$ cat config.mk
export PLATFORM = sky130hd
export DESIGN_NAME = quad_encoder_decoder
export DESIGN_NICKNAME = d
export VERILOG_FILES = /design/src/rtl/quad_encoder_decoder.sv
export SDC_FILE = /design/constraint.sdc
export NUM_CORES = 1
export LEC_CHECK = 0
export BUFFER_PORTS_ARGS = -buffer_cell sky130_fd_sc_hd__buf_2
export CAP_MARGIN = 40
export CORE_MARGIN = 2
export CORE_UTILIZATION = 64
export DETAILED_ROUTE_END_ITERATION = 7
export PLACE_DENSITY = 0.85
export RECOVER_POWER = 25
export SLEW_MARGIN = 20
export SYNTH_ARGS = -nofsm -noshare
export SYNTH_HDL_FRONTEND = slang
export SYNTH_SLANG_ARGS = --single-unit
$ cat constraint.sdc
create_clock -name clk -period 7.1 [get_ports clk]
set_input_delay 0.71 -clock clk [delete_from_list [all_inputs] [get_ports clk]]
set_output_delay 0.71 -clock clk [all_outputs]
set_load 0.03 [all_outputs]
$ cat src/rtl/quad_encoder_decoder.sv
// Quadrature encoder front end: synchronises and debounces A/B/Z on sample ticks,
// decodes x4 quadrature into a signed position, direction, step, error and velocity.
module quad_encoder_decoder #(
    parameter int unsigned CNT_W    = 16,
    parameter int unsigned FILT_LEN = 3,
    parameter int unsigned VEL_WIN  = 1000
) (
    input  logic                    clk,
    input  logic                    rst_n,
    input  logic                    sample_clk,
    input  logic                    enc_a,
    input  logic                    enc_b,
    input  logic                    enc_z,
    input  logic                    index_clr_en,
    input  logic                    pos_clr,
    output logic signed [CNT_W-1:0] position,
    output logic                    dir,
    output logic                    step,
    output logic                    err,
    output logic signed [CNT_W-1:0] velocity,
    output logic                    vel_valid
);

    localparam int unsigned FC_W = (FILT_LEN < 2) ? 1 : $clog2(FILT_LEN);
    localparam int unsigned WC_W = $clog2(VEL_WIN);
    localparam logic signed [CNT_W-1:0] ACC_MAX = {1'b0, {(CNT_W-1){1'b1}}};
    localparam logic signed [CNT_W-1:0] ACC_MIN = {1'b1, {(CNT_W-1){1'b0}}};

    // Channel vectors are ordered {z, b, a}
    logic [2:0]            sync1_q, sync2_q, filt_q, filt_nxt;
    logic [2:0][FC_W-1:0]  fcnt_q, fcnt_nxt;
    logic                  sample_clk_q, init_q;
    logic                  tick_c, dec_en_c, fwd_c, rev_c, bad_c, step_c, idx_clr_c, win_last_c;
    logic [1:0]            idx_old_c, idx_new_c;
    logic signed [CNT_W-1:0] acc_q, acc_nxt;
    logic [WC_W-1:0]       win_q;

    assign tick_c = sample_clk & ~sample_clk_q;

    // Run-length debounce; the first tick after reset loads the filters directly
    always_comb begin
        filt_nxt = filt_q;
        fcnt_nxt = fcnt_q;
        for (int i = 0; i < 3; i++) begin
            if (tick_c) begin
                if (!init_q) begin
                    filt_nxt[i] = sync2_q[i];
                    fcnt_nxt[i] = '0;
                end else if (sync2_q[i] == filt_q[i]) begin
                    fcnt_nxt[i] = '0;
                end else if (fcnt_q[i] == FC_W'(FILT_LEN - 1)) begin
                    filt_nxt[i] = sync2_q[i];
                    fcnt_nxt[i] = '0;
                end else begin
                    fcnt_nxt[i] = fcnt_q[i] + FC_W'(1);
                end
            end
        end
    end

    // AB mapped onto a 2-bit Gray position so forward is +1 mod 4
    always_comb begin
        idx_old_c  = {filt_q[1], filt_q[1] ^ filt_q[0]};
        idx_new_c  = {filt_nxt[1], filt_nxt[1] ^ filt_nxt[0]};
        dec_en_c   = tick_c & init_q;
        fwd_c      = dec_en_c & (idx_new_c == idx_old_c + 2'd1);
        rev_c      = dec_en_c & (idx_old_c == idx_new_c + 2'd1);
        bad_c      = dec_en_c & ((filt_nxt[1:0] ^ filt_q[1:0]) == 2'b11);
        step_c     = fwd_c | rev_c;
        idx_clr_c  = dec_en_c & index_clr_en & filt_nxt[2] & ~filt_q[2];
        win_last_c = tick_c & (win_q == WC_W'(VEL_WIN - 1));
        acc_nxt    = acc_q;
        if (fwd_c && acc_q != ACC_MAX) begin
            acc_nxt = acc_q + CNT_W'(1);
        end else if (rev_c && acc_q != ACC_MIN) begin
            acc_nxt = acc_q - CNT_W'(1);
        end
    end

    always_ff @(posedge clk or negedge rst_n) begin
        if (!rst_n) begin
            sync1_q      <= '0;
            sync2_q      <= '0;
            sample_clk_q <= 1'b0;
            filt_q       <= '0;
            fcnt_q       <= '0;
            init_q       <= 1'b0;
            acc_q        <= '0;
            win_q        <= '0;
            position     <= '0;
            dir          <= 1'b0;
            step         <= 1'b0;
            err          <= 1'b0;
            velocity     <= '0;
            vel_valid    <= 1'b0;
        end else begin
            sync1_q      <= {enc_z, enc_b, enc_a};
            sync2_q      <= sync1_q;
            sample_clk_q <= sample_clk;
            step         <= step_c;
            vel_valid    <= 1'b0;
            if (tick_c) begin
                filt_q <= filt_nxt;
                fcnt_q <= fcnt_nxt;
                init_q <= 1'b1;
                if (step_c) begin
                    dir <= fwd_c;
                end
                if (bad_c) begin
                    err <= 1'b1;
                end
                if (idx_clr_c) begin
                    position <= '0;
                end else if (fwd_c) begin
                    position <= position + CNT_W'(1);
                end else if (rev_c) begin
                    position <= position - CNT_W'(1);
                end
                if (win_last_c) begin
                    velocity  <= acc_nxt;
                    acc_q     <= '0;
                    win_q     <= '0;
                    vel_valid <= 1'b1;
                end else begin
                    acc_q <= acc_nxt;
                    win_q <= win_q + WC_W'(1);
                end
            end
            // Clear wins over index and step, with or without a tick
            if (pos_clr) begin
                position <= '0;
                err      <= 1'b0;
                acc_q    <= '0;
                win_q    <= '0;
            end
        end
    end

endmodule

==> results of run 1 <==
==> how the worst min path moves through the flow <==
| stage | startpoint | to | slack [ns] | cells past startpoint |
|---|---|---|---|---|
| 2_1_floorplan | sync1_q[0]$_DFF_PN0_ | sync2_q[0]$_DFF_PN0_ | 0.33 | 0 |
| 3_3_place_gp | sync1_q[1]$_DFF_PN0_ | sync2_q[1]$_DFF_PN0_ | 0.33 | 0 |
| 3_5_place_dp | sync1_q[1]$_DFF_PN0_ | sync2_q[1]$_DFF_PN0_ | 0.34 | 0 |
| 4_1_cts | rst_n | position[6]$_DFFE_PN0P_ | 0.29 | 1 |
| 5_1_grt | sync1_q[1]$_DFF_PN0_ | sync2_q[1]$_DFF_PN0_ | 0.37 | 0 |
| 6_report | sync1_q[1]$_DFF_PN0_ | sync2_q[1]$_DFF_PN0_ | 0.35 | 0 |
==> worst max-delay path, cell delays in order <==
cell       delay [ns]
clkbuf_1         0.14
nor2b_1          0.47
o211ai_2         0.22
mux2i_4          0.58
inv_4            0.21
o21a_1           0.29
inv_4            0.29
ha_1             0.30
a21o_1           0.15
a21o_1           0.21
a2111oi_0        0.74
o21ai_0          0.28
o21ai_0          0.37
xnor2_1          0.16
nand2_1          0.07
a21oi_1          0.14
==> layout by cell type, fill, tap and decap left out, types with 3 or more instances in the layout <==
cell,n
a21oi_1,38
or3_1,8
nand2b_1,7
nor3_1,12
a22o_1,6
o21ai_1,4
xnor2_1,27
nand3_1,15
clkbuf_1,3
ha_1,20
a31oi_1,6
inv_1,17
or2_2,4
nor4_1,7
buf_2,41
and3_1,7
o21a_1,4
o22ai_1,3
nand2_1,75
o21ai_0,33
dfrtp_1,79
buf_4,3
mux2_2,4
nor2_1,32
xor2_1,11
o31ai_1,6
a21o_1,6
clkbuf_8,10
a211oi_1,3
==> power by group <==
part / switching, W / internal [W] / total [W]
clock network: 0.000163 / 0.000206 / 0.000369
logic: 0.000169 / 0.000120 / 0.000290
registers: 0.0000390 / 0.000483 / 0.000522
total: 0.000371 / 0.000809 / 0.00118
==> metal layers <==
| metal | part of all wire, % | GRT usage [%] |
|---|---|---|
| met5 | 0 | 0 |
| met2 | 48 | 47.5 |
| met1 | 43 | 38.3 |
| met4 | 2.7 | 12.4 |
| met3 | 6.2 | 5.32 |
==> area by class of cell <==
cell class / instances / area (µm²) / area share [%]
tap: 96 / 120 / 2.36
timing repair buffer: 47 / 239 / 4.69
multi-input combinational: 380 / 2460 / 48.3
clock buffer: 10 / 138 / 2.70
sequential: 79 / 1980 / 38.8
clock inverter: 5 / 82.6 / 1.62
inverter: 19 / 76.3 / 1.50
==> metrics by stage <==
stage	instances	instance area, µm²	hold WS [ns]	power (W)
final	636	5100	0.353	0.00118
after global routing	636	5100	0.370	0.00124
after CTS	635	5120	0.295	0.00118
after detailed placement	620	4900	0.336	0.000813
after global placement	618	4860	0.332	0.000799
after floorplan	496	4580	0.331	0.000745
==> logic make-up after synthesis <==
family / synth area share, %
compound gates: 18.3
buf+inv: 3.25
fa+ha+maj: 5.90
mux: 1.91
simple gates: 20.2
flops: 43.1
xor+xnor: 7.26
==> state kept, by name (all words and copies together) (netlist names) <==
name	count
velocity	16
init_q	1
position	16
fcnt_q	6
sync2_q	3
step	1
sample_clk_q	1
filt_q	3
sync1_q	3
acc_q	16
err	1
dir	1
vel_valid	1
win_q	10
==> out/qor.txt, run 1 <==
Detail Route Antenna Nets: 0
Area growth, synth to finish: 11.2%
Worst rel slew slack: -58.7%
Synthesized area: 4580 µm²
Crit path capture: position[13]$_DFFE_PN0P_
Pin count of the biggest net entering global routing: 47
Reg clk slew, reported paths: 0.08 ns
Worst r2r src: sample_clk_q$_DFF_PN0_
Final weighted congestion in routability-driven placement: 1.02
Critical path launch point: sample_clk
F_max: 197 MHz
CTS tree: built
Power per cell area: 232 nW/µm²
Clock Latency Late Sink: 0.36 ns
Antenna fix cells: 0
Max cap viols: 2
First-pass GRT wire length: 17.6 mm
Clock Tree Buf Depth: 2
H-tree level count: 3
Via Count: 3899
Tcrit/Tclk final: 71.4%
RSZ-0062 raised after global routing: no
Total die area: 7850 µm²
Nets@finish: 565
YS warnings: 0
CTS resizes: 0
Critical path fanouts, max: 24
Worst slack at placement: 1.84 ns
Tmin final: 5.07 ns
FF+latch count, synth: 79
Hold-fix buffers, CTS: 0
Post-synth EDFFs: 0
Critical Path AT: 5.36 ns
Share of cells above drive strength 1: 15.7%
Synth area leaders: dfrtp_1, nand2_1, ha_1
Post-Synthesis Cells: 496
Number of global-route vias before repair: 3736
DR iter-0 viols: 318
CTS Buf Count: 9
Setup ws final: 2.03 ns
Worst-margin pin slew: 2.38 ns
WL/cell: 16.2 µm
Final setup violation count: 0
Post-synth top area share: 43.1%
Synth cell types: 63
WL final: 10.3 mm
Fin. Hold Viols: 0
GR Overflow Total: 0
Failing checks: max-capacitance violations, max-slew violations
Max-slew violation count: 82
Estimated wirelength of the detail-placed design: 7.41 mm
Worst Setup Path Type: input pin to flip-flop
DIE WIDTH: 88.6 µm
Filler instances: 498
Global-route total usage across every layer: 29.1%
Hold Crit Class: flip-flop to flip-flop
Reg-to-Reg End: position[13]$_DFFE_PN0P_
Lkg Pwr: 2.32 nW
CTS root buffer: clkbuf_8
I/O pin cnt: 44
Worst reg2reg path depth: 15
Fin Clk Skew: 0.0115 ns
DRC: 0
Final core occ: 74.2%
Register-to-register setup slack: 2.18 ns
Data required time of the critical path: 7.38 ns
Prevailing post-synth register cell: dfrtp_1
Initial antenna violation count: 0
Via density: 6.13
Row count: 30
Die Ht: 88.6 µm
Sequential cell area fraction in the yosys report: 43.1%
Starting Density: 66.7%
DRT Pass-1 Iters: 5
Commonest cells post-synth: dfrtp_1, nand2_1, a21oi_1
Synth async-reset ratio: 100%
Setup Total Neg Slack: 0 ns
Peak VDD IR: 0.177 mV
PortBufs: 43
Post-CTS Setup Bufs: 0
Most frequent cell after synthesis: dfrtp_1
Mean Syn Cell Area: 9.24 µm²
Outcome: finished, violations left
Critical Path Start Type: input pin
Core ar.: 6870 µm²
# clock sinks: 79
Leading area contributor after synthesis: dfrtp_1
Critical Path Sink Type: flip-flop
Syn nets: 525
Power figures use the tool's default switching activity.
==> run 2, diff against run 1 <==
--- a/config.mk
+++ b/config.mk
@@ -8,9 +8,9 @@
 export BUFFER_PORTS_ARGS = -buffer_cell sky130_fd_sc_hd__buf_2
 export CAP_MARGIN = 40
 export CORE_MARGIN = 2
-export CORE_UTILIZATION = 64
+export CORE_UTILIZATION = 60
 export DETAILED_ROUTE_END_ITERATION = 7
-export PLACE_DENSITY = 0.85
+export PLACE_DENSITY = 0.81
 export RECOVER_POWER = 25
 export SLEW_MARGIN = 20
 export SYNTH_ARGS = -nofsm -noshare
==> constraint.sdc (replaced) <==
create_clock -name clk -period 4.7 [get_ports clk]
set_input_delay 0.47 -clock clk [delete_from_list [all_inputs] [get_ports clk]]
set_output_delay 0.47 -clock clk [all_outputs]
set_load 0.03 [all_outputs]
==> out/qor.txt, run 2 (same netlist as run 1, synthesis figures left out) <==
Via density: 5.98
Critical path fanouts, max: 18
Tcrit/Tclk final: 88.9%
RSZ-0062 raised after global routing: no
Starting Density: 62.5%
Critical-path cell list: nor2b_1, o211ai_2, mux2i_4, inv_4, o21a_1, inv_4, ha_1, a21o_1, a21o_1, a2111oi_2, o21ai_0, nor2_1, a21oi_1, xnor2_1, a211oi_1
Initial antenna violation count: 0
Nets@finish: 568
Share of cells above drive strength 1: 16.2%
Clock Latency Late Sink: 0.36 ns
Hold slack final: 0.215 ns
Hold Crit Class: input pin to flip-flop
Reg clk slew, reported paths: 0.09 ns
Setup Total Neg Slack: 0 ns
Psw: 0.000560 W
Finished Layout Cells: 643
PortBufs: 43
DRC: 0
Post-DP Area: 4920 µm²
Area growth, synth to finish: 12.3%
Top flop regs: acc_q (16), position (16), velocity (16)
Multi-input logic area: 2470 µm²
CTS tree: built
CTS root buffer: clkbuf_8
Number of global-route vias before repair: 3565
Final Instance Area: 5140 µm²
Cell-internal power: 0.00127 W
Clock share of power: 33.3%
Die Ht: 91.4 µm
Core ar.: 7330 µm²
DR iter-0 viols: 369
Register area: 1980 µm²
Data required time of the critical path: 4.97 ns
Final setup violation count: 0
Sw frac: 30.6%
Final weighted congestion in routability-driven placement: 0.932
Critical-path top delay cell: a2111oi_2
Filler instances: 562
Failing checks: max-capacitance violations, max-slew violations
Hold-fix buffers, CTS: 0
Fin Clk Skew: 0.00976 ns
Lkg Pwr: 2.34 nW
DRT Pass-1 Iters: 7
Fin. Hold Viols: 0
Most frequent cells in the layout: dfrtp_1, nand2_1, buf_2
Worst rel slew slack: -61.5%
Total die area: 8350 µm²
Antenna fix cells: 0
Critical Path Sink Type: flip-flop
Via Count: 3842
Worst Setup Path Type: flip-flop to flip-flop
F_max: 239 MHz
Most common cell after layout, fill and taps aside: dfrtp_1
Clock Tree Buf Depth: 2
I/O pin cnt: 44
Tmin final: 4.18 ns
Combinational group share of total power: 23.7%
Placed cell count: 626
Largest stage delay, worst path: 0.53 ns
Critical Path AT: 4.45 ns
Worst-margin pin slew: 2.42 ns
Global-route total usage across every layer: 25.3%
Sequential power share: 43.0%
Estimated wirelength of the detail-placed design: 7.08 mm
Detail Route Antenna Nets: 0
WL final: 9.88 mm
CTS Buf Count: 9
Max cap viols: 2
Max-slew violation count: 82
Outcome: finished, violations left
Critical Path Start Type: flip-flop
DIE WIDTH: 91.4 µm
Row count: 31
CP top delay family: compound AO/OA/AOI/OAI gates
WL/cell: 15.4 µm
Peak VDD IR: 0.226 mV
First-pass GRT wire length: 17.1 mm
H-tree level count: 3
Buf/Inv on CP: 2
Power per cell area: 355 nW/µm²
# clock sinks: 79
GR Overflow Total: 0
Pin count of the biggest net entering global routing: 47
run 2: metrics by stage:
stage                     util [%]  setup WS, ns  total power [W]
after detailed placement      67.2        0.0667          0.00122
after CTS                     70.4         0.177          0.00184
final                         70.2         0.523          0.00183
after global routing          70.2         0.161          0.00192
after global placement        66.7         0.277          0.00121
after floorplan                  -         0.883          0.00113
run 2: power groups by stage:
| stage | clock network [W] | logic [W] | registers, W |
|---|---|---|---|
| after floorplan | 0 | 0.000330 | 0.000796 |
| after global placement | 0 | 0.000412 | 0.000793 |
| after detailed placement | 0 | 0.000427 | 0.000797 |
| after CTS | 0.000619 | 0.000432 | 0.000785 |
| after global routing | 0.000643 | 0.000480 | 0.000794 |
| final | 0.000609 | 0.000434 | 0.000786 |
run 2: path summary, 6_finish.rpt:
check,end,slack [ns],cells after the start,start
worst min register to register,sync2_q[2]$_DFF_PN0_,0.35,0,sync1_q[2]$_DFF_PN0_
worst min-delay path,sync1_q[2]$_DFF_PN0_,0.22,1,enc_z
worst max-delay path,position[11]$_DFFE_PN0P_,0.52,15,sample_clk_q$_DFF_PN0_
worst max register to register,position[11]$_DFFE_PN0P_,0.52,15,sample_clk_q$_DFF_PN0_
max in group asynchronous,velocity[1]$_DFFE_PN0P_,1.13,2,rst_n
min in group asynchronous,position[4]$_DFFE_PN0P_,0.55,1,rst_n
run 2: area by class of cell:
| cell class | count | share of cell area [%] |
|---|---|---|
| Multi-Input combinational cell | 380 | 48.0 |
| Clock inverter | 5 | 2.02 |
| Tap cell | 99 | 2.41 |
| Inverter | 19 | 1.48 |
| Clock buffer | 11 | 2.55 |
| Timing Repair Buffer | 50 | 5.08 |
| Sequential cell | 79 | 38.4 |
run 2: worst reg2reg max path, cell delays in order (launching register included):
cell and delay, ns:
dfrtp_1 0.39, nor2b_1 0.44, o211ai_2 0.22, mux2i_4 0.25, inv_4 0.18, o21a_1 0.38
inv_4 0.17, ha_1 0.30, a21o_1 0.15, a21o_1 0.22, a2111oi_2 0.53, o21ai_0 0.20
nor2_1 0.21, a21oi_1 0.11, xnor2_1 0.13, a211oi_1 0.22
run 2: routing by layer:
| layer | global-route usage (%) | part of all wire (%) |
|---|---|---|
| met5 | 0 | 0 |
| met3 | 3.90 | 4.7 |
| met2 | 38.3 | 47 |
| met4 | 11.6 | 2.3 |
| met1 | 35.8 | 46 |
run 2: timing repair:
item | in CTS | in global routing
endpoints found under the setup margin | 0 | 3
buffers inserted | 0 | 0
resized for setup | 0 | 2
==> run 3, diff against run 2 <==
==> constraint.sdc (replaced) <==
create_clock -name clk -period 4.35 [get_ports clk]
set_input_delay 0.435 -clock clk [delete_from_list [all_inputs] [get_ports clk]]
set_output_delay 0.435 -clock clk [all_outputs]
set_load 0.03 [all_outputs]
==> out/qor.txt, run 3 (same netlist as run 1, synthesis figures left out) <==
Setup Total Neg Slack: 0 ns
CP top delay family: compound AO/OA/AOI/OAI gates
Estimated wirelength of the detail-placed design: 7.00 mm
Hold Crit Class: input pin to flip-flop
Number of global-route vias before repair: 3562
Critical-path top delay cell: a2111oi_0
Die Ht: 91.4 µm
Via density: 5.90
Met2 Wirelength: 4.58 mm
DRC: 0
WL final: 9.85 mm
Critical path fanouts, max: 18
F_max: 248 MHz
# clock sinks: 79
Largest stage delay, worst path: 0.64 ns
Tmin final: 4.03 ns
Clock Latency Late Sink: 0.36 ns
Clock Tree Buf Depth: 2
Area growth, synth to finish: 12.3%
Top flop regs: acc_q (16), position (16), velocity (16)
Hold slack final: 0.180 ns
Row count: 31
Core ar.: 7330 µm²
Starting Density: 62.5%
Nets@finish: 570
Most common cell after layout, fill and taps aside: dfrtp_1
CTS root buffer: clkbuf_8
Hold Path Origin: enc_b
Post-CTS Setup Bufs: 0
DR top layer: met4
RSZ-0062 raised after global routing: no
PortBufs: 43
Max cap viols: 2
Worst Hold Depth: 1
Worst-margin pin slew: 2.07 ns
Via Count: 3799
CTS Buf Count: 9
Detail Route Antenna Nets: 0
CTS resizes: 0
Critical Path Start Type: flip-flop
Finished Layout Cells: 644
Register-to-register setup slack: 0.32 ns
CTS tree: built
Fin. Hold Viols: 0
Final total power: 0.00195 W
Total die area: 8350 µm²
Outcome: finished, violations left
WL/cell: 15.3 µm
Worst Setup Path Type: flip-flop to flip-flop
Critical-path cell list: xnor2_1, o21ba_2, mux2i_4, inv_4, o21a_1, inv_4, ha_1, a21o_1, a21o_1, a2111oi_0, clkbuf_1, o21ai_0, nor2_1, a21oi_1, xnor2_1, a211oi_1
GR Overflow Total: 0
Lkg Pwr: 2.34 nW
Final weighted congestion in routability-driven placement: 0.923
Max-slew violation count: 82
Peak VDD IR: 0.263 mV
DIE WIDTH: 91.4 µm
Final setup violation count: 0
Tcrit/Tclk final: 92.7%
DRT Pass-1 Iters: 5
Critical Path Sink Type: flip-flop
Critical Path AT: 4.30 ns
Worst reg2reg path depth: 16
Fin Clk Skew: 0.00664 ns
Pin count of the biggest net entering global routing: 47
Reg clk slew, reported paths: 0.08 ns
WHS Endpoint: sync1_q[1]$_DFF_PN0_
Wl on met1: 4.62 mm
Worst r2r src: filt_q[0]$_DFFE_PN0N_
Most frequent cells in the layout: dfrtp_1, nand2_1, buf_2
Placed cell count: 628
Routed wl met3: 438 µm
I/O pin cnt: 44
First-pass GRT wire length: 16.6 mm
Global-route total usage across every layer: 24.6%
Buf/Inv on CP: 3
Data required time of the critical path: 4.62 ns
Share of cells above drive strength 1: 16.0%
Hold-fix buffers, CTS: 0
Reg-to-Reg End: position[11]$_DFFE_PN0P_
Antenna fix cells: 0
H-tree level count: 3
Failing checks: max-capacitance violations, max-slew violations
Power per cell area: 380 nW/µm²
Worst rel slew slack: -38.0%
DR iter-0 viols: 247
Initial antenna violation count: 0
==> run 3: cell count changes in the layout (fill, tap and decap cells not counted) <==
| cell | change |
|---|---|
| a2111oi_0 | +1 |
| a2111oi_2 | -1 |
| buf_4 | +1 |
| clkdlybuf4s25_1 | +1 |
| inv_6 | -1 |
==> run 3: through the flow <==
| step | setup slack [ns] | utilization [%] | cell area (µm²) |
|---|---|---|---|
| after global placement | 0.409 | 66.9 | 4900 |
| after floorplan | 0.568 | - | 4580 |
| after detailed placement | 0.114 | 67.4 | 4940 |
| final | 0.319 | 70.2 | 5150 |
| after global routing | 0.0100 | 70.2 | 5150 |
| after CTS | 0.132 | 70.5 | 5160 |
==> run 3: cell type report <==
class                   instances  area (µm²)
well taps                      99         124
clock buffers                  11         131
flip-flops and latches         79        1980
clock inverters                 4        95.1
repair buffers                 52         279
multi-input cells             380        2460
fillers                       568        2180
inverters                      19        76.3
==> run 3: routing by layer <==
layer / GRT usage, % / vias up
li1: - / 1841
met3: 4.32 / 21
met1: 35.1 / 1834
met2: 37.4 / 103
met5: 0 / -
met4: 9.60 / 0
==> run 3: worst max-delay path by stage <==
stage	cells after the start	slack [ns]	from	end
final	16	0.32	filt_q[0]$_DFFE_PN0N_	position[11]$_DFFE_PN0P_
after global placement	16	0.41	sample_clk	position[11]$_DFFE_PN0P_
after global routing	16	0.01	filt_q[0]$_DFFE_PN0N_	position[11]$_DFFE_PN0P_
after floorplan	17	0.57	sample_clk	position[11]$_DFFE_PN0P_
after CTS	15	0.13	filt_q[0]$_DFFE_PN0N_	position[11]$_DFFE_PN0P_
after detailed placement	16	0.11	sample_clk	position[11]$_DFFE_PN0P_
==> run 3: where the power goes <==
part | switching [W] | internal, W
clock | 0.000259 | 0.000378
sequential | 0.0000602 | 0.000788
combinational | 0.000270 | 0.000200
total | 0.000590 | 0.00137
